File: config.mk
export PLATFORM = sky130hd
export DESIGN_NAME = data_cache_ctrl
export DESIGN_NICKNAME = d
export VERILOG_FILES = /design/src/rtl/cache_pkg.sv /design/src/rtl/dcache_storage.sv /design/src/rtl/data_cache_ctrl.sv
export SDC_FILE = /design/constraint.sdc
export NUM_CORES = 1
export LEC_CHECK = 0
export CAP_MARGIN = 20
export CORE_UTILIZATION = 63
export DETAILED_ROUTE_END_ITERATION = 10
export PLACE_DENSITY = 0.93
export SYNTH_ARGS = -nofsm -noshare
export SYNTH_HDL_FRONTEND = slang
export SYNTH_SLANG_ARGS = --single-unit
File: constraint.sdc
create_clock -name CLK -period 6.5 [get_ports CLK]
set_clock_uncertainty 0.15 [all_clocks]
set_input_delay 1.3 -clock CLK [delete_from_list [all_inputs] [get_ports CLK]]
set_output_delay 1.3 -clock CLK [all_outputs]
set_load 0.01 [all_outputs]
File: src/rtl/cache_pkg.sv
// Shared geometry, FSM state encoding and address field helpers for the
// direct-mapped write-back data cache.
package cache_pkg;

  localparam int NUM_BLOCKS  = 8;
  localparam int BLOCK_BYTES = 4;
  localparam int ADDR_W      = 8;
  localparam int INDEX_W     = $clog2(NUM_BLOCKS);
  localparam int OFFSET_W    = $clog2(BLOCK_BYTES);
  localparam int TAG_W       = ADDR_W - INDEX_W - OFFSET_W;
  localparam int LINE_W      = 8 * BLOCK_BYTES;
  localparam int MADDR_W     = TAG_W + INDEX_W;

  typedef enum logic [1:0] {
    IDLE      = 2'd0,
    WRITEBACK = 2'd1,
    FETCH     = 2'd2,
    UPDATE    = 2'd3
  } cache_state_e;

  function automatic logic [TAG_W-1:0] addr_tag(input logic [ADDR_W-1:0] addr);
    return addr[ADDR_W-1 -: TAG_W];
  endfunction

  function automatic logic [INDEX_W-1:0] addr_index(input logic [ADDR_W-1:0] addr);
    return addr[OFFSET_W +: INDEX_W];
  endfunction

  function automatic logic [OFFSET_W-1:0] addr_offset(input logic [ADDR_W-1:0] addr);
    return addr[OFFSET_W-1:0];
  endfunction

  function automatic logic [7:0] line_byte(input logic [LINE_W-1:0] line,
                                           input logic [OFFSET_W-1:0] off);
    return line[8*off +: 8];
  endfunction

endpackage

File: src/rtl/dcache_storage.sv
// Data/tag/valid/dirty arrays of the data cache. Only valid and dirty are
// reset; data and tag contents are meaningless until a line is installed.
module dcache_storage
  import cache_pkg::*;
(
  input  logic                clk_i,
  input  logic                rst_i,
  input  logic [INDEX_W-1:0]  rd_idx_i,
  output logic [TAG_W-1:0]    rd_tag_o,
  output logic                rd_valid_o,
  output logic                rd_dirty_o,
  output logic [LINE_W-1:0]   rd_line_o,
  input  logic                wr_en_i,
  input  logic [INDEX_W-1:0]  wr_idx_i,
  input  logic [OFFSET_W-1:0] wr_off_i,
  input  logic [7:0]          wr_byte_i,
  input  logic                inst_en_i,
  input  logic [INDEX_W-1:0]  inst_idx_i,
  input  logic [TAG_W-1:0]    inst_tag_i,
  input  logic [LINE_W-1:0]   inst_line_i
);

  logic [7:0]            data_q  [NUM_BLOCKS][BLOCK_BYTES];
  logic [TAG_W-1:0]      tag_q   [NUM_BLOCKS];
  logic [NUM_BLOCKS-1:0] valid_q;
  logic [NUM_BLOCKS-1:0] dirty_q;

  always_comb begin
    rd_tag_o   = tag_q[rd_idx_i];
    rd_valid_o = valid_q[rd_idx_i];
    rd_dirty_o = dirty_q[rd_idx_i];
    rd_line_o  = '0;
    for (int b = 0; b < BLOCK_BYTES; b++) begin
      rd_line_o[8*b +: 8] = data_q[rd_idx_i][b];
    end
  end

  always_ff @(posedge clk_i or posedge rst_i) begin
    if (rst_i) begin
      valid_q <= '0;
      dirty_q <= '0;
    end else if (inst_en_i) begin
      valid_q[inst_idx_i] <= 1'b1;
      dirty_q[inst_idx_i] <= 1'b0;
    end else if (wr_en_i) begin
      dirty_q[wr_idx_i] <= 1'b1;
    end
  end

  always_ff @(posedge clk_i) begin
    if (inst_en_i) begin
      tag_q[inst_idx_i] <= inst_tag_i;
      for (int b = 0; b < BLOCK_BYTES; b++) begin
        data_q[inst_idx_i][b] <= inst_line_i[8*b +: 8];
      end
    end else if (wr_en_i) begin
      data_q[wr_idx_i][wr_off_i] <= wr_byte_i;
    end
  end

endmodule

File: src/rtl/data_cache_ctrl.sv
// Direct-mapped write-back data cache controller: hit compare, miss FSM
// (IDLE/WRITEBACK/FETCH/UPDATE), request latch and CPU/memory output muxing.
module data_cache_ctrl
  import cache_pkg::*;
(
  input  logic               CLK,
  input  logic               RESET,
  input  logic               READ,
  input  logic               WRITE,
  input  logic [ADDR_W-1:0]  ADDRESS,
  input  logic [7:0]         WRITEDATA,
  output logic [7:0]         READDATA,
  output logic               BUSYWAIT,
  output logic               MEM_READ,
  output logic               MEM_WRITE,
  output logic [MADDR_W-1:0] MEM_ADDRESS,
  output logic [LINE_W-1:0]  MEM_WRITEDATA,
  input  logic [LINE_W-1:0]  MEM_READDATA,
  input  logic               MEM_BUSYWAIT,
  output cache_state_e       DBG_STATE
);

  cache_state_e       state_q, state_d;
  logic [INDEX_W-1:0] req_idx_q;
  logic [TAG_W-1:0]   req_tag_q;
  logic [LINE_W-1:0]  fill_q;
  logic [7:0]         readdata_q;

  logic [INDEX_W-1:0] rd_idx;
  logic [TAG_W-1:0]   rd_tag;
  logic               rd_valid, rd_dirty, hit;
  logic [LINE_W-1:0]  rd_line;
  logic [7:0]         hit_byte;

  logic               busy, mem_rd, mem_wr, read_hit, byte_wr, install, latch_req, capture;
  logic [MADDR_W-1:0] mem_addr;
  logic [LINE_W-1:0]  mem_wdata;

  // Outside IDLE the arrays are looked up with the latched miss index.
  assign rd_idx   = (state_q == IDLE) ? addr_index(ADDRESS) : req_idx_q;
  assign hit      = rd_valid && (rd_tag == addr_tag(ADDRESS));
  assign hit_byte = line_byte(rd_line, addr_offset(ADDRESS));

  dcache_storage u_storage (
    .clk_i       (CLK),
    .rst_i       (RESET),
    .rd_idx_i    (rd_idx),
    .rd_tag_o    (rd_tag),
    .rd_valid_o  (rd_valid),
    .rd_dirty_o  (rd_dirty),
    .rd_line_o   (rd_line),
    .wr_en_i     (byte_wr),
    .wr_idx_i    (addr_index(ADDRESS)),
    .wr_off_i    (addr_offset(ADDRESS)),
    .wr_byte_i   (WRITEDATA),
    .inst_en_i   (install),
    .inst_idx_i  (req_idx_q),
    .inst_tag_i  (req_tag_q),
    .inst_line_i (fill_q)
  );

  always_comb begin
    state_d   = state_q;
    busy      = 1'b0;
    mem_rd    = 1'b0;
    mem_wr    = 1'b0;
    mem_addr  = '0;
    mem_wdata = '0;
    read_hit  = 1'b0;
    byte_wr   = 1'b0;
    install   = 1'b0;
    latch_req = 1'b0;
    capture   = 1'b0;
    case (state_q)
      IDLE: begin
        if (READ || WRITE) begin
          if (hit) begin
            read_hit = READ;
            byte_wr  = !READ;
          end else begin
            busy      = 1'b1;
            latch_req = 1'b1;
            state_d   = (rd_valid && rd_dirty) ? WRITEBACK : FETCH;
          end
        end
      end
      WRITEBACK: begin
        busy      = 1'b1;
        mem_wr    = 1'b1;
        mem_addr  = {rd_tag, req_idx_q};
        mem_wdata = rd_line;
        if (!MEM_BUSYWAIT) state_d = FETCH;
      end
      FETCH: begin
        busy     = 1'b1;
        mem_rd   = 1'b1;
        mem_addr = {req_tag_q, req_idx_q};
        if (!MEM_BUSYWAIT) begin
          capture = 1'b1;
          state_d = UPDATE;
        end
      end
      UPDATE: begin
        busy    = 1'b1;
        install = 1'b1;
        state_d = IDLE;
      end
      default: state_d = IDLE;
    endcase
  end

  // Reset must silence the stall immediately even while a miss request is held.
  assign BUSYWAIT      = busy && !RESET;
  assign MEM_READ      = mem_rd;
  assign MEM_WRITE     = mem_wr;
  assign MEM_ADDRESS   = mem_addr;
  assign MEM_WRITEDATA = mem_wdata;
  assign READDATA      = read_hit ? hit_byte : readdata_q;
  assign DBG_STATE     = state_q;

  always_ff @(posedge CLK or posedge RESET) begin
    if (RESET) begin
      state_q    <= IDLE;
      req_idx_q  <= '0;
      req_tag_q  <= '0;
      fill_q     <= '0;
      readdata_q <= '0;
    end else begin
      state_q <= state_d;
      if (latch_req) begin
        req_idx_q <= addr_index(ADDRESS);
        req_tag_q <= addr_tag(ADDRESS);
      end
      if (capture)  fill_q     <= MEM_READDATA;
      if (read_hit) readdata_q <= hit_byte;
    end
  end

endmodule
==> flow_summary.toml <==
[run_status]
status = "complete, no violations"

[clocking]
cts_hold_buf = 0
htreeDepth = 2
cts_sinks = 344
clk_path_buf_depth = 3
post_cts_buffers = 0
clk_pin_slew_worst_paths_ps = 60
cts_made_buffers = 34
clock_latency_ps = 520
ctsResizeCount = 0
clockRootBuffer = "clkbuf_16"
cts_tree = "built"

[global_route]
antenna_found_initial = 1
grt_pass1_vias = 11100
grt_first_pass_wirelength_um = 65500
grt_overflow = 0
grt_use_total = 0.367
grt_max_degree = 75

[drt]
drc = 0
dr_total_vias = 11400
via_per_inst = 6.97
ant_nets = 0
wl_per_cell_um = 27.2
drt_wl_total_um = 44600
drt_iter0_markers = 1981
firstDrtPassIters = 7

[yosys]
syn_area_um2 = 15000
synth-simple-area-share = 0.149
synth_nets = 1247
synth_compound_gate_area_share = 0.0707
ys_warn_count = 0
yosys.area_share.adder = 0.00418
ys.flop_type = "edfxtp_1"
synthCells = 1189
synth.yosys.seq_area_share = 0.669
synth_top_family_by_area = "simple AND/OR/NAND/NOR gates"
netlist-cell-type-count = 51
synthMuxAreaShare = 0.0791
synth_xor_area_frac = 0.00176
ys_ff_latch = 344
synth.avg_cell_area_um2 = 12.6
async_flop_share = 0.186
synth-edff-count = 280

[job]
max_cap_violations = 0

[worst_hold_path]
min_from = "u_storage.dirty_q[7]"
hold_path_class = "register to register"
hold_depth = 2
holdPathEnd = "u_storage.dirty_q[7]"

[die]
num_io_pins = 104
fp-row-count = 56
die_x_um = 156
die-area_um2 = 24400
die_h_um = 156
start_util = 0.640
core-area_um2 = 23400

[timing]
fin_crit_ps = 6390
tightestPinTransition_ps = 942
setup_slack_ps = 113
hold_viol = 0
clock.fmax_ghz = 0.157
rsz0062_at_grt = "no"
maxSlewViolCount = 0
setup_total_negative_slack_ps = 0
setup_violations = 0
period_share = 0.983
relSlewSlack = 0.368

[cells_and_area]
diodes = 0
syn2layout_area_growth_pct = 18.1
final_cell_mix = "286 x nand2_1, 280 x edfxtp_1, 103 x clkdlybuf4s50_1"
finalInstanceArea_um2 = 17700
final_common_cell = "nand2_1"
multiInputGateArea_um2 = 4590
post_route_cells_drive_above_1_share = 0.148
regArea_um2 = 10000
final_util = 0.755
fin_cells = 1640
nets = 1353
fillers = 1248

[setup_path]
path_max_fanout = 74
reg2reg_from = "DBG_STATE[1]"
startpoint_type = "primary input"
criticalPathCategory = "primary input to primary output"
cp.arrival_ps = 4940
rr_endpoint = "u_storage.data_q[0][28]"
reg2reg_depth = 12
endpoint_kind = "primary output"
required_ps = 5050
r2r_slack_ps = 1030

[power_and_ir_drop]
p_per_area_nw_per_um2 = 531
power_leakage_nw = 6.53
ir_drop_uv = 353

[placed_design]
detailedPlace.worstSlack_ps = 452
dp_hpwl_um = 25900
place.gp.congestion = 0.885
place_inst = 1577
numPortBuffers = 103
place_area_um2 = 16500
## synth_stat cells, types with 4 or more instances
| cell type | n | area (um2) |
|---|---|---|
| mux2_2 | 72 | 811 |
| inv_1 | 23 | 86.3 |
| ha_1 | 5 | 62.6 |
| buf_2 | 7 | 35.0 |
| o21ai_2 | 8 | 70.1 |
| o21ai_0 | 30 | 150 |
| nand3_1 | 72 | 360 |
| edfxtp_1 | 280 | 8410 |
| nor2_1 | 9 | 33.8 |
| a311oi_1 | 35 | 307 |
| a21oi_1 | 11 | 55.1 |
| mux4_2 | 8 | 180 |
| clkbuf_1 | 61 | 229 |
| o21ai_1 | 9 | 45.0 |
| nand2b_1 | 10 | 62.6 |
| a31oi_1 | 34 | 213 |
| and3_1 | 35 | 219 |
| dfrtp_1 | 64 | 1600 |
| nor2b_1 | 50 | 313 |
| o22ai_1 | 4 | 25.0 |
| nand2_1 | 287 | 1080 |
| mux2i_1 | 17 | 170 |
| buf_1 | 9 | 33.8 |
| a221oi_1 | 4 | 35.0 |
## state kept, by name, indices dropped and copies added, names as in the netlist
signal	count
req_idx_q	3
u_storage.data_q	256
u_storage.valid_q	8
readdata_q	8
req_tag_q	3
fill_q	32
u_storage.dirty_q	8
u_storage.tag_q	24
DBG_STATE	2
## worst max-delay path by stage
stage                 start     endpoint  cells past startpoint
2_1_floorplan    ADDRESS[3]  READDATA[0]                      8
3_3_place_gp     ADDRESS[3]  READDATA[1]                     11
3_5_place_dp     ADDRESS[3]  READDATA[1]                     11
4_1_cts        DBG_STATE[1]  READDATA[1]                     12
5_1_grt          ADDRESS[3]  READDATA[1]                     11
6_report         ADDRESS[3]  READDATA[2]                     11
## kinds of logic after synthesis
| group | after synthesis |
|---|---|
| xor+xnor | 3 |
| fa+ha+maj | 5 |
| mux | 98 |
| compound gates | 152 |
| flops | 344 |
| buf+inv | 102 |
| simple gates | 485 |
## critical path: stages
cell and delay (ps):
clkdlybuf4s50_1 520, nand2_2 170, nand2_4 220, buf_12 330, nand2_1 120, and3_1 230
a311oi_1 420, a31oi_1 190, mux4_2 510, mux2i_1 240, clkdlybuf4s50_1 620
## power by group
group	internal (W)	leakage (nW)	switching, W
clock network	0.00120	0.551	0.000819
registers	0.00307	3.27	0.000264
logic	0.00143	2.71	0.00260
total	0.00570	6.53	0.00368
## layout make-up
cell class | instances | share of cell area
multi-input cells | 743 | 0.260
clock buffers | 48 | 0.0547
clock inverters | 14 | 0.00920
well taps | 319 | 0.0226
flip-flops and latches | 344 | 0.566
inverters | 23 | 0.00488
repair buffers | 149 | 0.0828
## layer usage
layer  vias up  GRT usage  share of wire
met5         -          0              0
met4         0      0.186          0.061
met3       277     0.0836           0.15
met2      1240      0.607           0.48
met1      5370      0.458           0.31
li1       4546          -              -
## metrics by stage
step,hold slack [ps],power [W]
after floorplan,292,0.00561
after global placement,313,0.00683
after detailed placement,323,0.00702
after CTS,340,0.00914
after global routing,374,0.00963
final,344,0.00938
No activity file was read; power rests on OpenSTA's default activity.
==> variant 1, RTL diff (same flow settings) <==
Set the package constant `ADDR_W` to 7 (it was 8).
--- a/src/rtl/cache_pkg.sv
+++ b/src/rtl/cache_pkg.sv
@@ -6,3 +6,3 @@
   localparam int BLOCK_BYTES = 4;
-  localparam int ADDR_W      = 8;
+  localparam int ADDR_W      = 7;
   localparam int INDEX_W     = $clog2(NUM_BLOCKS);
Interface: changed (resized ADDRESS and MEM_ADDRESS); port bits go from 104 to 102. The function was not compared with the original's and may differ.
==> variant 1 against the unedited design <==
Design area fell by 4.6%. Synthesized cell count down 2.9%. Utilization down 1.1 points. Sequential cell count down 9. Total power fell by 5.4%. Wire length down 15%. Area after synthesis is 2.8% lower. Maximum frequency up 3.1%. Sequential power decreased by 2%. Worst setup slack better by 190 ps. Count of clock-buffer cells in the layout is 6 lower. Critical endpoint is now READDATA[6]. Largest cell class unchanged. Largest power group unchanged. Highest routed layer unchanged.
==> variant 1: results (changes against the unedited design) <==
<table>
<tr><th>Metric</th><th>Value</th></tr>
<tr><th colspan="2">Outcome</th></tr>
<tr><td>Outcome</td><td>complete, no violations</td></tr>
<tr><th colspan="2">Route</th></tr>
<tr><td>Post-detailed-route via-to-cell ratio</td><td>6.663 (-4.4%)</td></tr>
<tr><td>Met2 routed WL</td><td>18,030 um (-16%)</td></tr>
<tr><td>Final Routed Wirelength</td><td>37,760 um (-15%)</td></tr>
<tr><td>Wirelength per Cell</td><td>24.44 um (-10%)</td></tr>
<tr><th colspan="2">Global routing</th></tr>
<tr><td>Antenna violations before repair</td><td>0 (-1)</td></tr>
<tr><td>Wire length of the first global-routing pass</td><td>57,490 um (-12%)</td></tr>
<tr><td>Global Route Usage Sum</td><td>0.3246 (-0.04283)</td></tr>
<tr><td>Vias in the first global route</td><td>10,110 (-8.9%)</td></tr>
<tr><th colspan="2">Synth</th></tr>
<tr><td>Multiplexer fraction of the synthesized cell area</td><td>0.07774 (-0.001327)</td></tr>
<tr><td>Post-synth cell types</td><td>56 (+9.8%)</td></tr>
<tr><td>Share of synthesized cell area in full adder, half adder and majority cells</td><td>0.004300 (+0.0001207)</td></tr>
<tr><td>Xor and xnor area share after synthesis</td><td>0.0006019 (-0.001153)</td></tr>
<tr><td>Asr flop ratio synth</td><td>0.1881 (+0.002013)</td></tr>
<tr><td>Commonest cells in the netlist</td><td>sky130_fd_sc_hd__edfxtp_1 (272), sky130_fd_sc_hd__nand2_1 (252), sky130_fd_sc_hd__nor2_1 (84), sky130_fd_sc_hd__mux2_2 (79), sky130_fd_sc_hd__nand3_1 (70)</td></tr>
<tr><th colspan="2">Final layout</th></tr>
<tr><td>Filler cell count</td><td>1,280 (+2.6%)</td></tr>
<tr><td>Non-Clock Buffer Area Fraction</td><td>0.07333 (-0.009488)</td></tr>
<tr><td>Regs by FF count</td><td>u_storage.data_q: 256 flops, fill_q: 32 flops, u_storage.tag_q: 16 flops</td></tr>
<tr><td>Non-clock buffer instance count of the final layout</td><td>121 (-19%)</td></tr>
<tr><th colspan="2">Worst setup path</th></tr>
<tr><td>End of the worst register-to-register path</td><td>u_storage.data_q[2][22]</td></tr>
<tr><td>Largest driver fanout on the critical path</td><td>56 (-24%)</td></tr>
<tr><th colspan="2">Place</th></tr>
<tr><td>Count of buffers inserted at the top-level ports</td><td>101 (-1.9%)</td></tr>
<tr><td>Dpl cell area</td><td>0.01584 mm2 (-4.1%)</td></tr>
<tr><td>DP Worst Slack</td><td>422.8 ps (-29.06 ps)</td></tr>
<tr><td>Total placed cells including tap cells</td><td>1,485 (-5.8%)</td></tr>
<tr><th colspan="2">Pwr</th></tr>
<tr><td>Net switching power of the design</td><td>3.463 mW (-6.0%)</td></tr>
</table>
[variant 1: cell count changes in the layout (fill, tap and decap cells not counted), moves of 13 or more]
cell,before,now
sky130_fd_sc_hd__buf_4,39,14
sky130_fd_sc_hd__inv_1,22,9
sky130_fd_sc_hd__nor2b_1,50,8
sky130_fd_sc_hd__and3_1,35,17
sky130_fd_sc_hd__a211oi_1,1,16
sky130_fd_sc_hd__nand2_1,286,251
sky130_fd_sc_hd__o21ai_0,30,12
sky130_fd_sc_hd__and2_1,3,24
sky130_fd_sc_hd__nor2_1,8,84
[variant 1: worst max-delay path by stage]
stage	to	startpoint	cells past startpoint
3_3_place_gp	READDATA[6]	ADDRESS[3]	11
4_1_cts	READDATA[6]	ADDRESS[3]	11
6_report	READDATA[6]	ADDRESS[3]	11
5_1_grt	READDATA[6]	DBG_STATE[0]	12
2_1_floorplan	READDATA[0]	ADDRESS[2]	10
3_5_place_dp	READDATA[6]	ADDRESS[3]	11
==> variant 2, RTL diff (config.mk and constraints unchanged) <==
Without the edit above. Reset style: synchronous (`RESET` and `rst_i`), changed in 2 clocked blocks.
--- a/src/rtl/dcache_storage.sv
+++ b/src/rtl/dcache_storage.sv
@@ -37,3 +37,3 @@
 
-  always_ff @(posedge clk_i or posedge rst_i) begin
+  always_ff @(posedge clk_i) begin
     if (rst_i) begin
--- a/src/rtl/data_cache_ctrl.sv
+++ b/src/rtl/data_cache_ctrl.sv
@@ -120,3 +120,3 @@
 
-  always_ff @(posedge CLK or posedge RESET) begin
+  always_ff @(posedge CLK) begin
     if (RESET) begin
Function: not settled (the Yosys comparison gave no result); the edit may change what the design does.
==> variant 2 against the unedited design <==
Area after synthesis down 3.0%. Sequential cell count stayed put. Worst setup slack improved by 95 ps. Largest cell class unchanged. Synthesized cell count fell by 16%. Design area decreased by 3.7%. Critical path type unchanged. Count of clock-buffer cells in the layout shrank 4. Wire length shrank 13%. Critical endpoint is now READDATA[5].
Power is not compared: it rests on default switching activity, and its combinational part moved more than twofold at a synthesized area within 25%.
==> variant 2: results (changes against the unedited design) <==
<table>
<tr><th>Metric</th><th>Value</th></tr>
<tr><th colspan="2">Outcome</th></tr>
<tr><td>Outcome</td><td>complete, no violations</td></tr>
<tr><th colspan="2">Worst setup path</th></tr>
<tr><td>Critical Path Max Stage Delay</td><td>670 ps (+50 ps)</td></tr>
<tr><td>Largest driver fanout on the critical path</td><td>26 (-65%)</td></tr>
<tr><td>CP delay by family, top</td><td>multiplexers</td></tr>
<tr><th colspan="2">Synth</th></tr>
<tr><td>Xor and xnor area share after synthesis</td><td>0.003359 (+0.001604)</td></tr>
<tr><td>Largest cells by area after synthesis</td><td>sky130_fd_sc_hd__edfxtp_1 (58%), sky130_fd_sc_hd__mux4_2 (10%), sky130_fd_sc_hd__dfxtp_1 (8.8%), sky130_fd_sc_hd__nand2_1 (4.4%), sky130_fd_sc_hd__a21oi_1 (3.3%)</td></tr>
<tr><td>Portion of the post-synthesis area used by sequential elements</td><td>0.6670 (-0.001606)</td></tr>
<tr><td>Share of synthesized cell area in full adder, half adder and majority cells</td><td>0.004307 (+0.0001278)</td></tr>
<tr><td>Post-Syn Instances</td><td>997 (-16%)</td></tr>
<tr><td>Asr flop ratio synth</td><td>0 (-0.1860)</td></tr>
<tr><td>Post-synth cell types</td><td>44 (-14%)</td></tr>
<tr><td>Compound-gate portion of the synthesized area</td><td>0.06520 (-0.005504)</td></tr>
<tr><th colspan="2">Place</th></tr>
<tr><td>Placer Congestion</td><td>0.9244 (+4.5%)</td></tr>
<tr><td>Estimated wirelength of the detail-placed design</td><td>24,880 um (-3.9%)</td></tr>
<tr><td>DP Worst Slack</td><td>241.1 ps (-210.8 ps)</td></tr>
<tr><td>Dpl cell area</td><td>0.01584 mm2 (-4.2%)</td></tr>
<tr><th colspan="2">Route</th></tr>
<tr><td>DR iter-0 viols</td><td>1,409 (-29%)</td></tr>
<tr><td>Wirelength per Cell</td><td>27.40 um (+0.73%)</td></tr>
<tr><td>Final Routed Wirelength</td><td>38,740 um (-13%)</td></tr>
<tr><td>Via count</td><td>9,657 (-16%)</td></tr>
<tr><th colspan="2">Global routing</th></tr>
<tr><td>Wire length of the first global-routing pass</td><td>57,130 um (-13%)</td></tr>
<tr><td>GRT met3 Usage</td><td>0.06454 (-0.01907)</td></tr>
<tr><td>Vias in the first global route</td><td>9,481 (-15%)</td></tr>
<tr><td>Antenna violations before repair</td><td>0 (-1)</td></tr>
<tr><td>Largest net degree at the start of global routing</td><td>66 (-12%)</td></tr>
<tr><td>Global Route Usage Sum</td><td>0.3331 (-0.03439)</td></tr>
<tr><td>Global-route track usage on met1</td><td>0.4367 (-0.02129)</td></tr>
<tr><th colspan="2">Final layout</th></tr>
<tr><td>Filler cell count</td><td>1,205 (-3.4%)</td></tr>
<tr><td>Number of nets in the layout</td><td>1,162 (-14%)</td></tr>
</table>
[variant 2: metal layers]
metal	vias to the layer above	share of wire
met5	-	0
li1	3976	-
met4	0	0.052
met3	161	0.12
met1	4670	0.35
met2	850	0.48
[variant 2: cell families (layout without fill, tap and decap cells)]
group           Yosys count  after routing
flops                   344            344
fa+ha+maj                 5              5
simple gates            305            305
buf+inv                  66            198
mux                     115            115
compound gates          159            159
xor+xnor                  3              3
[variant 2: worst paths after layout]
path | start | endpoint | slack (ps) | cells after the start
setup / recovery | ADDRESS[2] | READDATA[5] | 210 | 9
hold / removal | fill_q[19] | fill_q[19] | 310 | 2
setup reg to reg | DBG_STATE[1] | u_storage.data_q[3][26] | 1200 | 12
hold reg to reg | fill_q[19] | fill_q[19] | 310 | 2
[variant 2: where the power goes]
| group | switching (mW) | internal [mW] | leakage [nW] |
|---|---|---|---|
| Combinational | 0.992 | 0.696 | 2.31 |
| Sequential | 0.0550 | 2.49 | 3.15 |
| Clock | 0.839 | 1.11 | 0.538 |
| Total | 1.89 | 4.30 | 6.00 |
[variant 2: cell type report]
| cell class | instances | area, um2 | area share |
|---|---|---|---|
| flip-flops and latches | 344 | 9689 | 0.5690 |
| multi-input cells | 587 | 4542 | 0.2667 |
| repair buffers | 131 | 1314 | 0.07715 |
| clock buffers | 44 | 939.7 | 0.05518 |
| well taps | 285 | 356.6 | 0.02094 |
| clock inverters | 17 | 165.2 | 0.009699 |
| inverters | 6 | 22.52 | 0.001323 |
[variant 2: what timing repair did]
action                                  in CTS  in global routing
endpoints found under the setup margin       0                  1
resized for setup                            0                  1
endpoints found under the hold margin        0                  0
buffers inserted                             0                  0
